**src/rtl/counter_seq_ctrl_if.sv**
```systemverilog
// Control/status bundle for counter_seq_ctrl.
//   master: drives the level commands (cmd_start/stop/load), load_val, limit,
//           dir, mode; observes count, state, busy, tick, wrap, done.
//   slave : the controller itself (mirror image of master).
interface counter_seq_ctrl_if #(
  parameter int WIDTH = 8
);
  logic             cmd_start;
  logic             cmd_stop;
  logic             cmd_load;
  logic [WIDTH-1:0] load_val;
  logic [WIDTH-1:0] limit;
  logic             dir;
  logic             mode;
  logic [WIDTH-1:0] count;
  logic [1:0]       state;
  logic             busy;
  logic             tick;
  logic             wrap;
  logic             done;

  modport master (
    output cmd_start, cmd_stop, cmd_load, load_val, limit, dir, mode,
    input  count, state, busy, tick, wrap, done
  );

  modport slave (
    input  cmd_start, cmd_stop, cmd_load, load_val, limit, dir, mode,
    output count, state, busy, tick, wrap, done
  );
endinterface

```
**src/rtl/counter_seq_ctrl.sv**
```systemverilog
// Sequencing controller for an event counter driven by level-type probe
// commands. Rising edges of cmd_stop/cmd_load/cmd_start (priority in that
// order) drive an IDLE/RUN/PAUSE/DONE FSM. In RUN a prescaler produces a
// count step every TICK_DIV cycles; the count goes up to `limit` or down to 0,
// then wraps (free-run) or parks in DONE (one-shot).
// Ports:
//   clk_125M : fabric clock, rising edge
//   reset    : synchronous, active-high
//   bus      : counter_seq_ctrl_if.slave (commands in, count/status out)
module counter_seq_ctrl #(
  parameter int WIDTH    = 8,
  parameter int TICK_DIV = 125000000
) (
  input  logic                clk_125M,
  input  logic                reset,
  counter_seq_ctrl_if.slave   bus
);

  localparam int PW = (TICK_DIV > 2) ? $clog2(TICK_DIV) : 1;
  localparam logic [PW-1:0] PS_MAX = PW'(TICK_DIV - 1);

  typedef enum logic [1:0] {
    S_IDLE  = 2'b00,
    S_RUN   = 2'b01,
    S_PAUSE = 2'b10,
    S_DONE  = 2'b11
  } state_e;

  state_e           st_q, st_d;
  logic [WIDTH-1:0] cnt_q, cnt_d;
  logic [PW-1:0]    psc_q, psc_d;
  logic             tick_q, tick_d;
  logic             wrap_q, wrap_d;
  logic             start_prev_q, stop_prev_q, load_prev_q;

  logic start_e, stop_e, load_e, term;

  assign start_e = bus.cmd_start & ~start_prev_q;
  assign stop_e  = bus.cmd_stop  & ~stop_prev_q;
  assign load_e  = bus.cmd_load  & ~load_prev_q;
  // Terminal test evaluated against the live dir/limit.
  assign term    = bus.dir ? (cnt_q == '0) : (cnt_q >= bus.limit);

  // State register. Edge-detect history follows the command levels even in
  // reset, so a level held across reset release is not seen as an edge.
  always_ff @(posedge clk_125M) begin
    start_prev_q <= bus.cmd_start;
    stop_prev_q  <= bus.cmd_stop;
    load_prev_q  <= bus.cmd_load;
    if (reset) begin
      st_q   <= S_IDLE;
      cnt_q  <= '0;
      psc_q  <= '0;
      tick_q <= 1'b0;
      wrap_q <= 1'b0;
    end else begin
      st_q   <= st_d;
      cnt_q  <= cnt_d;
      psc_q  <= psc_d;
      tick_q <= tick_d;
      wrap_q <= wrap_d;
    end
  end

  // Next state. A stop edge swallows any load/start edge in the same cycle
  // even when it has no effect itself (IDLE).
  always_comb begin
    st_d   = st_q;
    cnt_d  = cnt_q;
    psc_d  = psc_q;
    tick_d = 1'b0;
    wrap_d = 1'b0;
    if (stop_e) begin
      case (st_q)
        S_RUN:           st_d = S_PAUSE;   // prescaler held
        S_PAUSE, S_DONE: st_d = S_IDLE;
        default:         st_d = st_q;
      endcase
    end else if (load_e) begin
      cnt_d = bus.load_val;
      psc_d = '0;
      st_d  = S_IDLE;
    end else if (start_e && st_q != S_RUN) begin
      st_d = S_RUN;
      if (st_q == S_DONE) begin
        cnt_d = bus.dir ? bus.limit : '0;
        psc_d = '0;
      end else if (st_q == S_IDLE) begin
        psc_d = '0;
      end
      // PAUSE resumes from the held prescaler value
    end else if (st_q == S_RUN) begin
      if (psc_q == PS_MAX) begin
        psc_d  = '0;
        tick_d = 1'b1;
        if (!term) begin
          cnt_d = bus.dir ? cnt_q - 1'b1 : cnt_q + 1'b1;
        end else if (!bus.mode) begin
          cnt_d  = bus.dir ? bus.limit : '0;
          wrap_d = 1'b1;
        end else begin
          st_d = S_DONE;                    // count holds its terminal value
        end
      end else begin
        psc_d = psc_q + 1'b1;
      end
    end
  end

  // Outputs
  always_comb begin
    bus.count = cnt_q;
    bus.state = st_q;
    bus.busy  = (st_q == S_RUN);
    bus.done  = (st_q == S_DONE);
    bus.tick  = tick_q;
    bus.wrap  = wrap_q;
  end

endmodule

```
**src/flat_wrapper.sv**
```systemverilog
// flat-port wrapper written by rule: the top's interface ports become plain ports
module counter_seq_ctrl_flat 
#(
  parameter int WIDTH    = 8,
  parameter int TICK_DIV = 125000000
)
  (clk_125M, reset, bus_cmd_start, bus_cmd_stop, bus_cmd_load, bus_load_val, bus_limit, bus_dir, bus_mode, bus_count, bus_state, bus_busy, bus_tick, bus_wrap, bus_done);
  counter_seq_ctrl_if #(.WIDTH(WIDTH)) bus_i ();
  input  logic clk_125M;
  input  logic reset;
  input wire logic [$bits(bus_i.cmd_start)-1:0] bus_cmd_start;
  input wire logic [$bits(bus_i.cmd_stop)-1:0] bus_cmd_stop;
  input wire logic [$bits(bus_i.cmd_load)-1:0] bus_cmd_load;
  input wire logic [$bits(bus_i.load_val)-1:0] bus_load_val;
  input wire logic [$bits(bus_i.limit)-1:0] bus_limit;
  input wire logic [$bits(bus_i.dir)-1:0] bus_dir;
  input wire logic [$bits(bus_i.mode)-1:0] bus_mode;
  output wire logic [$bits(bus_i.count)-1:0] bus_count;
  output wire logic [$bits(bus_i.state)-1:0] bus_state;
  output wire logic [$bits(bus_i.busy)-1:0] bus_busy;
  output wire logic [$bits(bus_i.tick)-1:0] bus_tick;
  output wire logic [$bits(bus_i.wrap)-1:0] bus_wrap;
  output wire logic [$bits(bus_i.done)-1:0] bus_done;
  assign bus_i.cmd_start = bus_cmd_start;
  assign bus_i.cmd_stop = bus_cmd_stop;
  assign bus_i.cmd_load = bus_cmd_load;
  assign bus_i.load_val = bus_load_val;
  assign bus_i.limit = bus_limit;
  assign bus_i.dir = bus_dir;
  assign bus_i.mode = bus_mode;
  assign bus_count = bus_i.count;
  assign bus_state = bus_i.state;
  assign bus_busy = bus_i.busy;
  assign bus_tick = bus_i.tick;
  assign bus_wrap = bus_i.wrap;
  assign bus_done = bus_i.done;
  counter_seq_ctrl #(.WIDTH(WIDTH), .TICK_DIV(TICK_DIV)) u_core (.clk_125M(clk_125M), .reset(reset), .bus(bus_i));
endmodule
```
**config.mk**
```make
export PLATFORM = sky130hd
export DESIGN_NAME = counter_seq_ctrl_flat
export DESIGN_NICKNAME = d
export VERILOG_FILES = /design/src/rtl/counter_seq_ctrl_if.sv /design/src/rtl/counter_seq_ctrl.sv /design/src/flat_wrapper.sv
export SDC_FILE = /design/constraint.sdc
export NUM_CORES = 1
export LEC_CHECK = 0
export CORE_UTILIZATION = 55
export CTS_CLUSTER_SIZE = 24
export DETAILED_ROUTE_END_ITERATION = 12
export PLACE_DENSITY_LB_ADDON = 0.3
export RECOVER_POWER = 25
export SYNTH_ARGS = -nofsm -noshare
export SYNTH_HDL_FRONTEND = slang
export SYNTH_SLANG_ARGS = --single-unit
```
**constraint.sdc**
```tcl
create_clock -name clk_125M -period 3.11 [get_ports clk_125M]
set_clock_uncertainty 0.05 [all_clocks]
set_input_delay 0.4665 -clock clk_125M [delete_from_list [all_inputs] [get_ports clk_125M]]
set_output_delay 0.4665 -clock clk_125M [all_outputs]
set_load 0.005 [all_outputs]
```
# After elaboration in Yosys (flattened, before gate mapping)
# Cells that the tools add are included.
# totals
regBits,42
inputBits,23
word_cells,72
# op_classes
n_reduce_logical,15
n_addsub,3
mux,26
n_bitwise,10
eq_ne,9
n_lt_le_gt_ge,1
# ops
cell,n
$mux 27,6
$mux 8,9
$add 27x1->27 const B,1
$eq 27x27->1 const B,1
$reduce_bool 4->1,4
$mux 2,7
$reduce_and 5->1,2
$add 8x1->8 const B,1
$ge 8x8->1,1
$logic_not 8->1,1
$ne 4x3->1 const B,2
$sub 8x1->8 const B,1
$not 1->1,7
$reduce_or 7->1,1
$reduce_bool 3->1,2
$reduce_or 5->1,1
$eq 2x2->1 const B,2
$pmux 2 s2,1
$and 1x1->1,3
$mux 1,3
$ne 3x2->1 const B,1
$ne 3x3->1 const B,1
$reduce_and 3->1,1
$eq 2x1->1 const B,1
4 further kinds,4

# Depth between registers and ports, before layout
# Gate-level depths: netlist (run 1).
# logic_depth
depth_word,8
ltp_mapped,10
ltp_nobuf,8

# Worst setup path after synthesis (run 1)
# OpenSTA, ideal clock, no wires.
# synth_timing
kind,input-to-reg
start,input port bus_limit[4]
end,"register u_core.cnt_q[3], in the netlist u_core.bus.count[3]"
path_stages,8
path_slack_ps,529
arrival_ps,2440
cell_sequence,inv_1 ha_1 o2111a_1 a2111o_1 o211a_1 buf_2 or4_1 a311oi_1
# synth_via
elab_chain_len,7
# synth_lines
element,line,text
from (decl),flat_wrapper.sv:15,input wire logic [$bits(bus_i.limit)-1:0] bus_limit;
$ge 8x8->1 (*),counter_seq_ctrl.sv:42,assign term = bus.dir ? (cnt_q == '0) : (cnt_q >= bus.limit);
$mux 1 (*),counter_seq_ctrl.sv:42,
$mux 8,counter_seq_ctrl.sv:96,if (!term) begin
$mux 8,counter_seq_ctrl.sv:93,if (psc_q == PS_MAX) begin
$mux 8,counter_seq_ctrl.sv:92,end else if (st_q == S_RUN) begin
$mux 8,counter_seq_ctrl.sv:83,end else if (start_e && st_q != S_RUN) begin
$mux 8,counter_seq_ctrl.sv:79,end else if (load_e) begin
to (signal assigned),counter_seq_ctrl.sv:58,cnt_q <= cnt_d;
to (decl),counter_seq_ctrl.sv:30,"logic [WIDTH-1:0] cnt_q, cnt_d;"
# Mark *: on every way between the ends. The rest lies on a longest branch, timed or not. The select of a mux whose other input is x is not followed.
# A chain may end at the register's enable or synchronous reset.

# Final worst setup path (run 1)
# layout_timing
start,input port bus_limit[6]
end,"register u_core.cnt_q[7], in the netlist u_core.bus.count[7]"
# Same word-level chain as after synthesis.

==> flow_summary.yaml, run 1 <==
route:
  vias: 2514
  highest_layer: "met4"
  ant_nets: 0
  vias_per_cell: 6.03
  met1_length_um: 2940
  totalWireLength_um: 6440
  wl_met3_um: 273
  wl_met2_um: 3120
  drcViolationCount: 0
  post_drt_wl_per_cell_um: 15.4
  drtPass1Iterations: 4
  drt-initial-drc-count: 164
sta:
  tns_ns: 0
  setup_viol: 0
  fmax_mhz: 353
  min_period_ns: 2.83
  timing.final.hold_violations: 0
  finalCritPeriodShare_pct: 91.0
  finalMaxSlewViolations: 0
  worst_pin_slew_ns: 1.02
  rsz0062_at_grt: "no"
  slew-limit-headroom_pct: 31.9
grt:
  antenna_found_initial: 0
  grt_pass1_vias: 2434
  grt_pass1_wl_um: 11100
  grt_start_max_net_pins: 28
  grt_overflow_total: 0
  grt_use_total_pct: 26.9
floorplanning:
  rows: 24
  start_util_pct: 59.3
  die_h_um: 71.7
  dieArea_sq_mm: 0.00514
  io_pins: 37
  die_w_um: 71.7
  core_area_sq_mm: 0.00450
cts:
  cts_sinks: 42
  cts_tree: "yes"
  root_buffer: "clkbuf_8"
  cts-resized-gates: 0
  cts_max_path_buffers: 2
  insertion_delay_ns: 0.28
  post-cts-setup-buffers: 0
  hold_buffers: 0
  htree_levels: 2
  clk_pin_slew_ns: 0.07
  numCtsBuffers: 5
setup_path:
  worst-r2r-setup-slack_ns: 0.35
  path_class: "primary input to flop"
  r2r-end: "u_core.psc_q[4]"
  worst_ep_required_time_ns: 3.25
  crit_path_max_fanout: 10
  r2r_start: "u_core.psc_q[0]"
  start_kind: "primary input"
  end_kind: "flop"
  r2r_cells: 6
  cp.arrival_ns: 2.97
layout:
  final_nets: 408
  diodes: 0
  drive_gt1_share_pct: 8.77
  fin_cells: 417
  area_growth_pct: 21.7
synth:
  syn-instance-count: 315
  synth-seq-cells: 42
  synth_nets: 358
  ys_seq_area_share_pct: 31.5
  ys.flop_type: "dfxtp_1"
  yosysTopAreaCell: "dfxtp_1"
  synth_most_common_cell: "nor2_1"
  synth.area.top_cells: "dfxtp_1, ha_1, nor2_1"
  synth_edf_count: 0
  yosys-top-cells-count: "nor2_1, dfxtp_1, nand2_1, ha_1, xor2_1"
  ys_warn_count: 0
  avgSynthCellArea_sq_um: 8.48
  netlist-cell-type-count: 58
  syn_area_sq_mm: 0.00267
  async_flop_share_pct: 0
  synth_top_area_share_pct: 31.5
place:
  gp_congestion: 0.902
  io_buffers: 36
  dpl.hpwl_um: 5010
  dp.cells: 410
min_path:
  min-delay-start: "u_core.psc_q[1]"
  min_to: "u_core.psc_q[1]"
  whs_path_depth: 2
  hold_class: "flop to flop"
power:
  ir_drop_mv: 0.224
  p_leak_nw: 1.32
  p_per_area_mw_per_mm2: 383
flow_run:
  cap_violations: 0
run_status:
  status: "finished, final reports clean"
flip-flops by register name, summed over array words and instances (netlist names):
name,count
u_core.bus.state,2
u_core.bus.wrap,1
u_core.bus.count,8
u_core.stop_prev_q,1
u_core.start_prev_q,1
u_core.load_prev_q,1
u_core.bus.tick,1
u_core.psc_q,27
routing by layer:
metal / vias to the layer above / GRT usage [%]
met5: - / 0
met4: 0 / 8.28
met3: 13 / 3.94
met2: 69 / 46.3
met1: 1178 / 34.9
li1: 1254 / -
cell usage in the layout (no fill, tap or decap), types with 4 or more instances in the layout:
cell type	Yosys	final
clkbuf_8	0	5
nand2b_1	5	5
nand4_1	4	4
dfxtp_1	42	42
a211oi_1	4	4
nor3b_1	4	4
nand2_1	21	21
a32oi_1	4	4
xnor2_1	7	7
or3_1	5	5
buf_4	0	16
a21oi_1	7	7
and3_1	8	8
or4_1	5	5
xor2_1	18	18
dlygate4sd3_1	0	14
mux2i_1	4	4
ha_1	19	19
nand3_1	14	14
clkdlybuf4s50_1	0	22
nor3_1	12	12
o21ai_0	10	10
inv_1	14	14
nor2_1	45	45
nor2b_1	5	5
logic make-up after synthesis:
logic type | Yosys count | synth area share (%)
buffers and inverters | 23 | 3.56
muxes | 5 | 1.92
adders and majority gates | 20 | 9.65
and+or+nand+nor | 142 | 27.5
DFF | 42 | 31.5
AOI/OAI and AO/OA | 58 | 17.7
xor gates and xnor gates | 25 | 8.20
power by group:
part	total (mW)	internal [mW]	leakage, nW	switching (mW)
Sequential	0.580	0.555	0.341	0.0249
Combinational	0.343	0.163	0.937	0.180
Clock	0.321	0.155	0.0383	0.167
Total	1.24	0.872	1.32	0.372
critical path, cell delays in order:
cell	delay, ns
clkdlybuf4s50_1	0.50
inv_1	0.05
ha_1	0.28
a21o_1	0.20
a211o_1	0.31
o211a_1	0.31
a311oi_4	0.32
buf_4	0.21
nor2_1	0.05
o32ai_1	0.26
through the flow:
stage | area (sq um) | setup slack (ns) | util [%] | total power, mW | hold slack [ns]
2_1_floorplan | 2670 | 0.529 | - | 0.795 | 0.417
3_3_place_gp | 3170 | 0.100 | 70.4 | 0.921 | 0.431
3_5_place_dp | 3170 | 0.0108 | 70.4 | 0.932 | 0.437
4_1_cts | 3250 | 0.294 | 72.1 | 1.25 | 0.454
5_1_grt | 3250 | 0.0901 | 72.1 | 1.31 | 0.499
6_report | 3250 | 0.280 | 72.1 | 1.24 | 0.461
cell type report:
type	count	area (sq um)
multi-input cells	250	1730
fillers	347	1250
flip-flops and latches	42	841
repair buffers	52	480
clock buffers	7	76.3
well taps	52	65.1
inverters	14	52.6
how the worst max path moves through the flow:
stage                     slack [ns]  cells past startpoint                  end             from
final                           0.28                     10  u_core.bus.count[7]     bus_limit[6]
after global routing            0.09                      6      u_core.psc_q[6]  u_core.psc_q[0]
after CTS                       0.29                     10  u_core.bus.count[7]     bus_limit[6]
after detailed placement        0.01                     10  u_core.bus.count[7]     bus_limit[6]
after global placement          0.10                     10  u_core.bus.count[7]     bus_limit[4]
after floorplan                 0.53                      8  u_core.bus.count[3]     bus_limit[4]
No activity file was read; power rests on OpenSTA's default activity.
==> run 2, diff against run 1 <==
--- a/config.mk
+++ b/config.mk
@@ -5,6 +5,7 @@
 export SDC_FILE = /design/constraint.sdc
 export NUM_CORES = 1
 export LEC_CHECK = 0
+export CORE_MARGIN = 8
 export CORE_UTILIZATION = 55
 export CTS_CLUSTER_SIZE = 24
 export DETAILED_ROUTE_END_ITERATION = 12
==> flow_summary.yaml, run 2 (synthesized netlist as in run 1, its figures left out) <==
route:
  drt-initial-drc-count: 151
  totalWireLength_um: 6500
  drcViolationCount: 0
  vias_per_cell: 5.99
  post_drt_wl_per_cell_um: 15.4
  vias: 2527
  ant_nets: 0
  drtPass1Iterations: 4
min_path:
  min-delay-start: "u_core.psc_q[1]"
  whs_path_depth: 2
  hold_class: "flop to flop"
  min_to: "u_core.psc_q[1]"
grt:
  grt_start_max_net_pins: 18
  antenna_found_initial: 0
  grt_overflow_total: 0
  grt_pass1_wl_um: 11500
  grt_use_total_pct: 19.0
  grt_pass1_vias: 2501
place:
  dpl.hpwl_um: 5050
  dp.cells: 414
  io_buffers: 36
  gp_congestion: 0.864
sta:
  finalMaxSlewViolations: 0
  slew-limit-headroom_pct: 60.8
  whs_ns: 0.451
  tns_ns: 0
  fmax_mhz: 358
  timing.final.hold_violations: 0
  rsz0062_at_grt: "no"
  setup_viol: 0
  finalCritPeriodShare_pct: 89.9
  worst_pin_slew_ns: 0.587
  min_period_ns: 2.80
setup_path:
  cp.arrival_ns: 2.94
  worst-r2r-setup-slack_ns: 0.55
  r2r_start: "u_core.bus.count[0]"
  cp_slowest_stage_delay_ns: 0.48
  worst_ep_required_time_ns: 3.26
  start_kind: "primary input"
  r2r_cells: 9
  end_kind: "flop"
  crit_chain: "clkdlybuf4s50_1 -> inv_1 -> ha_1 -> o2111a_1 -> a2111o_1 -> o211a_1 -> a311oi_4 -> buf_4 -> nor2_1 -> a311oi_1"
  path_delay_family: "compound AO/OA/AOI/OAI gates"
  r2r-end: "u_core.bus.state[1]"
  cp.buffers_inverters: 3
  cpMaxStageDelayCell: "clkdlybuf4s50_1"
  path_class: "primary input to flop"
  crit_path_max_fanout: 8
cts:
  htree_levels: 2
  numCtsBuffers: 5
  insertion_delay_ns: 0.30
  root_buffer: "clkbuf_8"
  post-cts-setup-buffers: 0
  cts_max_path_buffers: 2
  cts_tree: "yes"
  cts_sinks: 42
  cts-resized-gates: 0
  clk_pin_slew_ns: 0.08
  hold_buffers: 0
layout:
  fin_cells: 422
  regMostFlops: "u_core.psc_q"
  multi_input_area_sq_mm: 0.00173
  final_nets: 410
  regArea_sq_um: 841
  final_common_cell: "nor2_1"
  fill_cells: 386
  largest_register_ffs: 27
  area_growth_pct: 23.1
  drive_gt1_share_pct: 10.1
  diodes: 0
  final_cell_mix: "nor2_1, dfxtp_1, clkdlybuf4s50_1"
run_status:
  status: "finished, final reports clean"
floorplanning:
  rows: 25
  die_w_um: 85.7
  core_area_sq_mm: 0.00469
  die_h_um: 85.7
  io_pins: 37
  dieArea_sq_mm: 0.00734
  start_util_pct: 56.9
power:
  ir_drop_mv: 0.241
  p_per_area_mw_per_mm2: 394
  p_leak_nw: 1.33
flow_run:
  cap_violations: 0
-- run 2: cell count changes in the layout (fill, tap and decap cells not counted) --
cell / change
buf_4: +2
clkbuf_1: -2
clkbuf_8: +1
clkdlybuf4s50_1: +1
clkinv_2: +1
clkinvlp_4: +1
dlygate4sd3_1: -1
-- run 2: final cells by class --
class | instances | share of cell area (%)
clock buffer | 6 | 2.51
clock inverter | 2 | 0.381
inverter | 14 | 1.60
multi-input combinational | 250 | 52.8
sequential | 42 | 25.6
tap | 54 | 2.06
timing repair buffer | 54 | 15.1
-- run 2: worst max path at each step --
stage,startpoint,end,slack (ns),cells after the start
after global routing,bus_limit[4],u_core.bus.count[1],0.15,10
final,bus_limit[4],u_core.bus.count[3],0.31,10
after detailed placement,bus_limit[4],u_core.bus.count[3],0.01,10
after CTS,bus_limit[4],u_core.bus.count[3],0.31,10
after floorplan,bus_limit[4],u_core.bus.count[3],0.53,8
after global placement,bus_limit[4],u_core.bus.count[3],0.1,10
-- run 2: tightest hold or removal path: stages, from the launching register on --
cell and delay, ns:
dfxtp_1 0.34, nand2_1 0.06, a21oi_1 0.06
-- run 2: power breakdown --
part           leakage, nW  total [mW]  internal [mW]  switching, mW
Combinational        0.943       0.345          0.167          0.178
Clock               0.0472       0.368          0.178          0.190
Sequential           0.341       0.580          0.555         0.0255
-- run 2: routing by layer --
metal	GRT usage, %	vias up	share of wire [%]
li1	-	1258	-
met2	31.0	70	47
met3	3.92	10	4.4
met5	0	-	0
met4	6.21	0	1.1
met1	24.4	1189	47
-- run 2: metrics by stage --
step	power (mW)	setup slack (ns)	util (%)	cell area, sq um
2_1_floorplan	0.795	0.529	-	2670
3_3_place_gp	0.927	0.0970	68.0	3190
3_5_place_dp	0.935	0.0146	68.0	3190
4_1_cts	1.30	0.315	70.0	3290
5_1_grt	1.37	0.145	70.0	3290
6_report	1.29	0.314	70.0	3290
